--- config.mk ---
export PLATFORM = sky130hd
export DESIGN_NAME = uart_word_sender_flat
export DESIGN_NICKNAME = d
export VERILOG_FILES = /design/src/rtl/uart_word_sender_if.sv /design/src/rtl/uart_word_sender.sv /design/src/flat_wrapper.sv
export SDC_FILE = /design/constraint.sdc
export NUM_CORES = 1
export LEC_CHECK = 0
export BUFFER_PORTS_ARGS = -buffer_cell sky130_fd_sc_hd__buf_2
export CORE_MARGIN = 2
export CORE_UTILIZATION = 55
export CTS_CLUSTER_DIAMETER = 40
export DETAILED_ROUTE_END_ITERATION = 8
export PLACE_DENSITY = 0.88
export REMOVE_ABC_BUFFERS = 1
export SLEW_MARGIN = 20
export SYNTH_ARGS = -nofsm -noshare
export SYNTH_HDL_FRONTEND = slang
export SYNTH_SLANG_ARGS = --single-unit
--- constraint.sdc ---
create_clock -name clk -period 2 [get_ports clk]
set_clock_uncertainty 0.15 [all_clocks]
set_input_delay 0.1 -clock clk [delete_from_list [all_inputs] [get_ports clk]]
set_output_delay 0.1 -clock clk [all_outputs]
set_load 0.01 [all_outputs]
--- src/rtl/uart_word_sender_if.sv ---
`default_nettype none
// ============================================================================
// Module      : uart_word_sender_if
// Description : Request / byte-stream bundle between monitor logic, the word
//               formatter and the UART transmitter byte port.
// Revision    : 1.0 - initial release
// ============================================================================
interface uart_word_sender_if;
  logic        rdata_snd_start;
  logic [31:0] rdata_snd;
  logic        dump_running;
  logic        tx_ready;
  logic        tx_valid;
  logic [7:0]  tx_data;
  logic        flushing_wq;
  logic        sender_busy;

  modport master (
    input  rdata_snd_start, rdata_snd, dump_running, tx_ready,
    output tx_valid, tx_data, flushing_wq, sender_busy
  );

  modport slave (
    output rdata_snd_start, rdata_snd, dump_running, tx_ready,
    input  tx_valid, tx_data, flushing_wq, sender_busy
  );
endinterface
`default_nettype wire

--- src/rtl/uart_word_sender.sv ---
`default_nettype none
// ============================================================================
// Module      : uart_word_sender
// Description : Formats a 32-bit word as 8 lowercase hex ASCII characters plus
//               a space or CR/LF separator onto a UART byte handshake.
// Revision    : 1.0 - initial release
// ============================================================================
module uart_word_sender #(
  parameter int WORDS_PER_LINE = 4
) (
  input  logic                  clk,
  input  logic                  rst_n,
  uart_word_sender_if.master    bus
);

  typedef enum logic [2:0] {
    ST_IDLE = 3'd0,
    ST_HEX  = 3'd1,
    ST_SEP  = 3'd2,
    ST_LF   = 3'd3,
    ST_DONE = 3'd4
  } state_t;

  localparam logic [7:0] LAST_COL = 8'(WORDS_PER_LINE - 1);

  state_t      state, state_nxt;
  logic [31:0] shift, shift_nxt;
  logic [2:0]  char_cnt, char_cnt_nxt;
  logic [7:0]  wcnt, wcnt_nxt;
  logic        use_space, use_space_nxt;

  logic [3:0]  nib;
  logic [7:0]  hex_char;
  logic        out_valid;
  logic [7:0]  out_data;
  logic        out_flush;

  // 8'h57 = 8'h61 - 10, so nibbles 10..15 land on 'a'..'f'
  assign nib      = shift[31:28];
  assign hex_char = (nib < 4'd10) ? (8'h30 + {4'h0, nib}) : (8'h57 + {4'h0, nib});

  always_ff @(posedge clk) begin
    if (rst_n) begin
      state     <= ST_IDLE;
      shift     <= 32'h0;
      char_cnt  <= 3'd0;
      wcnt      <= 8'd0;
      use_space <= 1'b0;
    end else begin
      state     <= state_nxt;
      shift     <= shift_nxt;
      char_cnt  <= char_cnt_nxt;
      wcnt      <= wcnt_nxt;
      use_space <= use_space_nxt;
    end
  end

  always_comb begin
    state_nxt     = state;
    shift_nxt     = shift;
    char_cnt_nxt  = char_cnt;
    wcnt_nxt      = wcnt;
    use_space_nxt = use_space;
    out_valid     = 1'b0;
    out_data      = 8'h00;
    out_flush     = 1'b0;

    case (state)
      ST_IDLE: begin
        if (!bus.dump_running) begin
          wcnt_nxt = 8'd0;
        end
        if (bus.rdata_snd_start) begin
          shift_nxt    = bus.rdata_snd;
          char_cnt_nxt = 3'd0;
          state_nxt    = ST_HEX;
        end
      end

      ST_HEX: begin
        out_valid = 1'b1;
        out_data  = hex_char;
        if (bus.tx_ready) begin
          shift_nxt    = {shift[27:0], 4'h0};
          char_cnt_nxt = char_cnt + 3'd1;
          if (char_cnt == 3'd7) begin
            state_nxt = ST_SEP;
            // Separator policy is frozen here; later dump_running changes
            // cannot alter a separator already being sent.
            if (bus.dump_running && (wcnt != LAST_COL)) begin
              use_space_nxt = 1'b1;
              wcnt_nxt      = wcnt + 8'd1;
            end else begin
              use_space_nxt = 1'b0;
              wcnt_nxt      = 8'd0;
            end
          end
        end
      end

      ST_SEP: begin
        out_valid = 1'b1;
        out_data  = use_space ? 8'h20 : 8'h0D;
        if (bus.tx_ready) begin
          state_nxt = use_space ? ST_DONE : ST_LF;
        end
      end

      ST_LF: begin
        out_valid = 1'b1;
        out_data  = 8'h0A;
        if (bus.tx_ready) begin
          state_nxt = ST_DONE;
        end
      end

      ST_DONE: begin
        out_flush = 1'b1;
        state_nxt = ST_IDLE;
      end

      default: begin
        state_nxt = ST_IDLE;
      end
    endcase
  end

  assign bus.tx_valid    = out_valid;
  assign bus.tx_data     = out_data;
  assign bus.flushing_wq = out_flush;
  assign bus.sender_busy = (state != ST_IDLE);

endmodule
`default_nettype wire

--- src/flat_wrapper.sv ---
// flat-port wrapper written by rule: the top's interface ports become plain ports
module uart_word_sender_flat 
#(
  parameter int WORDS_PER_LINE = 4
)
  (clk, rst_n, bus_rdata_snd_start, bus_rdata_snd, bus_dump_running, bus_tx_ready, bus_tx_valid, bus_tx_data, bus_flushing_wq, bus_sender_busy);
  uart_word_sender_if bus_i ();
  input  logic clk;
  input  logic rst_n;
  input wire logic [$bits(bus_i.rdata_snd_start)-1:0] bus_rdata_snd_start;
  input wire logic [$bits(bus_i.rdata_snd)-1:0] bus_rdata_snd;
  input wire logic [$bits(bus_i.dump_running)-1:0] bus_dump_running;
  input wire logic [$bits(bus_i.tx_ready)-1:0] bus_tx_ready;
  output wire logic [$bits(bus_i.tx_valid)-1:0] bus_tx_valid;
  output wire logic [$bits(bus_i.tx_data)-1:0] bus_tx_data;
  output wire logic [$bits(bus_i.flushing_wq)-1:0] bus_flushing_wq;
  output wire logic [$bits(bus_i.sender_busy)-1:0] bus_sender_busy;
  assign bus_i.rdata_snd_start = bus_rdata_snd_start;
  assign bus_i.rdata_snd = bus_rdata_snd;
  assign bus_i.dump_running = bus_dump_running;
  assign bus_i.tx_ready = bus_tx_ready;
  assign bus_tx_valid = bus_i.tx_valid;
  assign bus_tx_data = bus_i.tx_data;
  assign bus_flushing_wq = bus_i.flushing_wq;
  assign bus_sender_busy = bus_i.sender_busy;
  uart_word_sender #(.WORDS_PER_LINE(WORDS_PER_LINE)) u_core (.clk(clk), .rst_n(rst_n), .bus(bus_i));
endmodule
==> results.toml, run 1 <==
[floorplan]
die_h_um = 70.2
fp.dieW_um = 70.2
die-area_um2 = 4930
core_um2 = 4290
initial_core_util_pct = 56.2
io_pins = 48
fp-row-count = 24

[power_and_ir_drop]
p_comb_share_pct = 19.5
power_density_nw_per_um2 = 699
power_frac_seq_pct = 50.8
switchingPower_uw = 575
total_power_uw = 2040
swShare_pct = 28.1
intPower_uw = 1470
power.clock.fraction_pct = 29.7
irDropWorstVdd_uv = 502
power.leakage_uw = 0.00128

[global_route]
grt-ovfl-total = 0
grt_pass1_vias = 1986
grtUsageTotal_pct = 21.9
antenna_found_initial = 0
grt_max_degree = 57
grt_pass1_wl_um = 8740

[sta]
slew_headroom_pct = 64.7
drv_slew = 0
worst_pin_slew_ps = 528
min_period_ps = 1870
finalSetupViolCount = 0
rsz0062_at_grt = "false"
finalHoldViolations = 0
fmax_ghz = 0.535
fin_crit_sh_pct = 93.5

[placed_design]
dpl.hpwl_um = 3470
post_dp_cell_area_um2 = 2680
numPortBuffers = 46
gp_congestion = 0.862

[routing]
drt_iter0_markers = 119
dr.pass1.iters = 4
drt.antenna.violating_nets = 0
wl_per_cell_um = 14.9
drc = 0
num_vias = 2063
drt-total-wl_um = 5360
vias_per_cell = 5.71

[cells_and_area]
fillerInstances = 334
multi_input_area_um2 = 1360
syn_to_final_growth_pct = 21.1
ff_latch_area_um2 = 945
nets = 349
num_antenna_cells = 0
finalInstanceArea_um2 = 2920
drive_gt1_share_pct = 30.1

[clocking]
clkLatencyLatePin_ps = 300
numCtsBuffers = 5
cts_tree = "done"
cts_max_level = 2
clockRootBuffer = "clkbuf_8"
clk_pin_slew_ps = 90
post_cts_buffers = 0
cts.path.max_buffers = 2
cts.sink_count = 47

[setup_path]
arrival_ps = 1930
worst_setup_path_end_kind = "register"
cp.required_ps = 2060
reg2reg_depth = 5
crit_path_start_kind = "input port"
crit_type = "input port to register"
path_max_fanout = 56

[synthesis]
synth_edf_count = 0
synth_flop_cell = "dfxtp_1"
synth_cell_types = 41
syn-mean-instance-area_um2 = 9.46
synthArstFlopShare_pct = 0
yosysWarnings = 0
yosysSeqAreaShare_pct = 39.0
synth_cells = 255
synth_area_um2 = 2410
ys_seq_elements = 47

[run_status]
outcome = "finished, final reports clean"

[job]
max_cap_violations = 0

[min_path]
hold_class = "input port to register"
min_path_cells = 3
-- stage by stage --
stage               setup slack (ps)  hold slack [ps]  TNS (ps)  util [%]  instances
finish                           130             12.0         0      68.1        361
global route                   0.997             28.8         0      68.1        361
CTS                             8.97             2.66         0      67.2        360
detailed placement              74.2              210         0      62.3        341
global placement                 102              199         0      62.3        341
floorplan                       -641             14.6    -19970         -        236
-- placed cells by master, fill, tap and decap left out, types with 2 or more instances in the layout --
cell,count
clkbuf_8,6
and3_1,3
o21ai_0,8
buf_2,46
nand3b_1,2
dfxtp_1,44
inv_1,4
nand3_1,3
a211oi_1,8
ha_1,4
a22oi_1,6
dlygate4sd3_1,11
nor3_1,3
nand2_1,4
nor4b_1,2
dfxtp_2,3
mux2i_1,29
nand2b_1,3
o211ai_1,3
nor2_1,48
or3_1,4
buf_12,2
a211oi_2,22
a21oi_1,11
and4bb_1,2
xor2_1,3
buf_4,5
-- power groups by stage --
stage | Combinational [µW] | Clock, µW | Sequential (µW)
6_report | 398 | 607 | 1040
3_5_place_dp | 366 | 0 | 1060
2_1_floorplan | 247 | 0 | 1050
4_1_cts | 386 | 623 | 1040
3_3_place_gp | 352 | 0 | 1050
5_1_grt | 438 | 648 | 1040
-- path summary, 6_finish.rpt --
| path | endpoint | slack (ps) | from |
|---|---|---|---|
| worst max register to register | u_core.shift[30] | 140 | u_core.state[2] |
| worst min register to register | u_core.wcnt[7] | 350 | u_core.wcnt[7] |
| worst max-delay path | u_core.shift[30] | 130 | bus_tx_ready |
| worst min-delay path | u_core.shift[15] | 10 | bus_rdata_snd[15] |
-- critical path: stages --
cell	delay (ps)
dlygate4sd3_1	530
buf_2	140
and4bb_1	340
or2_2	180
buf_12	250
nor2_1	90
a211oi_1	270
-- synth_stat cells, drive strengths merged, types with 6 or more instances --
cell	instances	area [µm²]
o21ai	10	50.0
nor2	48	180
a211oi	30	335
buf	12	83.8
dfxtp	47	941
mux2i	29	290
clkbuf	7	26.3
a22oi	6	45.0
a21oi	11	55.1
-- cells by family (layout without fill, tap and decap cells) --
logic type / count (synthesis) / after routing / share of synthesized area [%]
other cells: 1 / 1 / 0.155
compound gates: 65 / 65 / 22.7
simple gates: 81 / 81 / 17.0
buf+inv: 23 / 77 / 5.18
xor+xnor: 4 / 4 / 1.45
fa+ha+maj: 4 / 4 / 2.07
flops: 47 / 47 / 39.0
mux: 30 / 30 / 12.5
-- registers in the layout, indices dropped and copies added, names as in the netlist --
name,count
u_core.wcnt,8
u_core.use_space,1
u_core.state,3
u_core.shift,32
u_core.char_cnt,3
-- routing by layer --
layer	up-vias	GRT usage, %	share of wire [%]
met3	13	3.90	4.1
met2	54	36.5	49
met5	-	0	0
met4	0	10.9	2.7
li1	1025	-	-
met1	971	27.0	44
-- repair_timing --
action,in CTS,in global routing
setup endpoints to repair,1,15
cloned,0,1
endpoints found under the hold margin,14,0
resized for setup,1,6
hold buffers,11,0
-- final cells by class --
class                   count  area share (%)
multi-input cells         185            46.4
flip-flops and latches     47            32.3
repair buffers             65            15.2
clock buffers               6            2.83
well taps                  52            2.23
clock inverters             2           0.557
inverters                   4           0.514
(Power assumes the default switching activity.)
==> run 2, diff against run 1 <==
--- a/config.mk
+++ b/config.mk
@@ -11,6 +11,5 @@
 export CTS_CLUSTER_DIAMETER = 40
 export DETAILED_ROUTE_END_ITERATION = 8
-export PLACE_DENSITY = 0.88
-export REMOVE_ABC_BUFFERS = 1
+export PLACE_DENSITY_LB_ADDON = 0.1
 export SLEW_MARGIN = 20
 export SYNTH_ARGS = -nofsm -noshare
==> constraint.sdc (replaced) <==
create_clock -name clk -period 2 [get_ports clk]
set_clock_uncertainty 0.15 [all_clocks]
set_input_delay 0.3 -clock clk [delete_from_list [all_inputs] [get_ports clk]]
set_output_delay 0.3 -clock clk [all_outputs]
set_load 0.01 [all_outputs]
==> run 2 against run 1 <==
Compared with the run above:
- count of clock-buffer cells in the layout is the same
- first-iteration DRC count decreased by 21%
- clock power is 1% lower
- wire length shrank 13%
- power down 1.1%
- sequential power about the same
- critical path depth is 1 lower
- sequential cell count unchanged
- core utilization shrank 1.6 points
- hold slack improved by 89 ps
- non-clock buffer count down 6
- final cell count shrank 1.7%
- critical endpoint is now bus_tx_data[1]
- largest power group unchanged
- highest routed layer unchanged
==> results.toml, run 2 (synthesized netlist as in run 1, its figures left out) <==
[setup_path]
cp-endpoint = "bus_tx_data[1]"
path_max_fanout = 5
crit_buf_inv = 2
worst_setup_path_end_kind = "output port"
crit_chain = "inv_2 -> ha_4 -> nor2_1 -> a211oi_1 -> nor3b_1 -> buf_2"
critical_path_depth = 6
crit_slowest_cell = "dfxtp_2"
crit_type = "register to output port"
cp_top_family = "flip-flops"
startpoint = "u_core.shift[29]"
rr_startpoint = "u_core.wcnt[0]"
crit_path_start_kind = "register"
cp.required_ps = 1550
reg2reg_depth = 5
arrival_ps = 1490
worst_path_largest_cell_delay_ps = 390
reg2reg_slack_ps = 180
worstReg2RegEnd = "u_core.wcnt[2]"

[cells_and_area]
final_util_pct = 66.4
largest_reg_flops = 32
mostFrequentLayoutCell = "nor2_1"
regMostFlops = "u_core.shift"
syn_to_final_growth_pct = 18.2
final_cell_mix = "nor2_1 (48), buf_2 (46), dfxtp_1 (43)"
fillerInstances = 375
drive_gt1_share_pct = 34.7
num_antenna_cells = 0
nets = 343
reg.largest.list = "u_core.shift x32, u_core.wcnt x8"
finalNonFillerCells = 355
finalInstanceArea_um2 = 2850

[clocking]
cts_tree = "done"
clkLatencyLatePin_ps = 300
clk_pin_slew_ps = 90
cts.path.max_buffers = 2
cts.sink_count = 47
numCtsBuffers = 5
hold_buffers = 0
clockRootBuffer = "clkbuf_8"
cts_max_level = 2
post_cts_buffers = 0

[global_route]
grtUsageTotal_pct = 20.3
antenna_found_initial = 0
grt_pass1_vias = 1842
grt-ovfl-total = 0
grt_max_degree = 47
grt_pass1_wl_um = 8140

[min_path]
hold_class = "input port to register"

[power_and_ir_drop]
intPower_uw = 1460
power_density_nw_per_um2 = 708
irDropWorstVdd_uv = 567
switchingPower_uw = 560
power_frac_seq_pct = 51.3
power.clock.fraction_pct = 29.7
p_comb_share_pct = 18.9
swShare_pct = 27.7
power.leakage_uw = 0.00125

[sta]
drv_slew = 0
finalSetupViolCount = 0
min_period_ps = 1940
fmax_ghz = 0.516
rsz0062_at_grt = "true"
holdWs_ps = 101
fin_crit_sh_pct = 96.8
fin_tns_setup_ps = 0
finalHoldViolations = 0

[placed_design]
numPortBuffers = 46
gp_congestion = 0.836
dpl.hpwl_um = 3320
post_dp_cell_area_um2 = 2710
dp.cells = 347

[job]
max_cap_violations = 0

[routing]
vias_per_cell = 5.43
drt_iter0_markers = 94
drc = 0
drt-total-wl_um = 4690
num_vias = 1926
wl_per_cell_um = 13.2
drt.antenna.violating_nets = 0
dr.pass1.iters = 4

[floorplan]
fp.dieW_um = 70.2
core_um2 = 4290
die_h_um = 70.2
fp-row-count = 24
initial_core_util_pct = 56.2
die-area_um2 = 4930
io_pins = 48

[synthesis]
syn-num-nets = 296

[run_status]
outcome = "finished, final reports clean"
## run 2: cell types whose count changed in the layout (fill, tap and decap cells not counted), moves of 2 or more
cell           delta
buf_6             +2
buf_4             +5
inv_2             +2
dlygate4sd3_1    -11
inv_1             -2
## run 2: timing repair
item | CTS | global route
endpoints found under the setup margin | 5 | 12
pin swaps | 0 | 1
resized for setup | 5 | 12
## run 2: area by class of cell
class,instances,area (µm²),share of cell area (%)
Clock buffer,6,82.6,2.89
Clock inverter,2,16.3,0.570
Inverter,4,15.0,0.526
Multi-Input combinational cell,185,1380,48.4
Sequential cell,47,946,33.2
Tap cell,52,65.1,2.28
Timing Repair Buffer,59,348,12.2
## run 2: metal layers
| metal | up-vias | share of wire [%] | GRT usage (%) |
|---|---|---|---|
| met5 | - | 0 | 0 |
| met4 | 0 | 1.0 | 5.77 |
| met3 | 5 | 4.9 | 5.77 |
| met2 | 49 | 45 | 31.6 |
| met1 | 855 | 49 | 27.7 |
| li1 | 1017 | - | - |
## run 2: worst min path at each step
stage	startpoint	to	slack, ps	depth (start not counted)
floorplan	u_core.wcnt[7]	u_core.wcnt[7]	310	2
global placement	u_core.wcnt[7]	u_core.wcnt[7]	330	2
detailed placement	u_core.wcnt[7]	u_core.wcnt[7]	340	2
CTS	bus_rdata_snd[0]	u_core.shift[0]	100	3
global route	bus_rdata_snd[2]	u_core.shift[2]	100	3
finish	bus_rdata_snd[0]	u_core.shift[0]	100	3
## run 2: worst min-delay path: cells and delay by family
family | cells | cell delay [ps]
buffers and inverters | 1 | 70
AO/OA/AOI/OAI | 1 | 60
AND/OR/NAND/NOR | 1 | 70
## run 2: through the flow
| stage | total power [µW] | setup WS, ps |
|---|---|---|
| floorplan | 1330 | 289 |
| global placement | 1420 | 146 |
| detailed placement | 1420 | 74.8 |
| global route | 2140 | -49.2 |
| finish | 2020 | 63.7 |
| CTS | 2030 | 16.9 |
## run 2: power groups by stage
stage,sequential [µW],clock [µW],combinational [µW]
global placement,1050,0,364
detailed placement,1050,0,370
global route,1050,662,429
finish,1040,601,382
CTS,1030,622,374
floorplan,1050,0,283
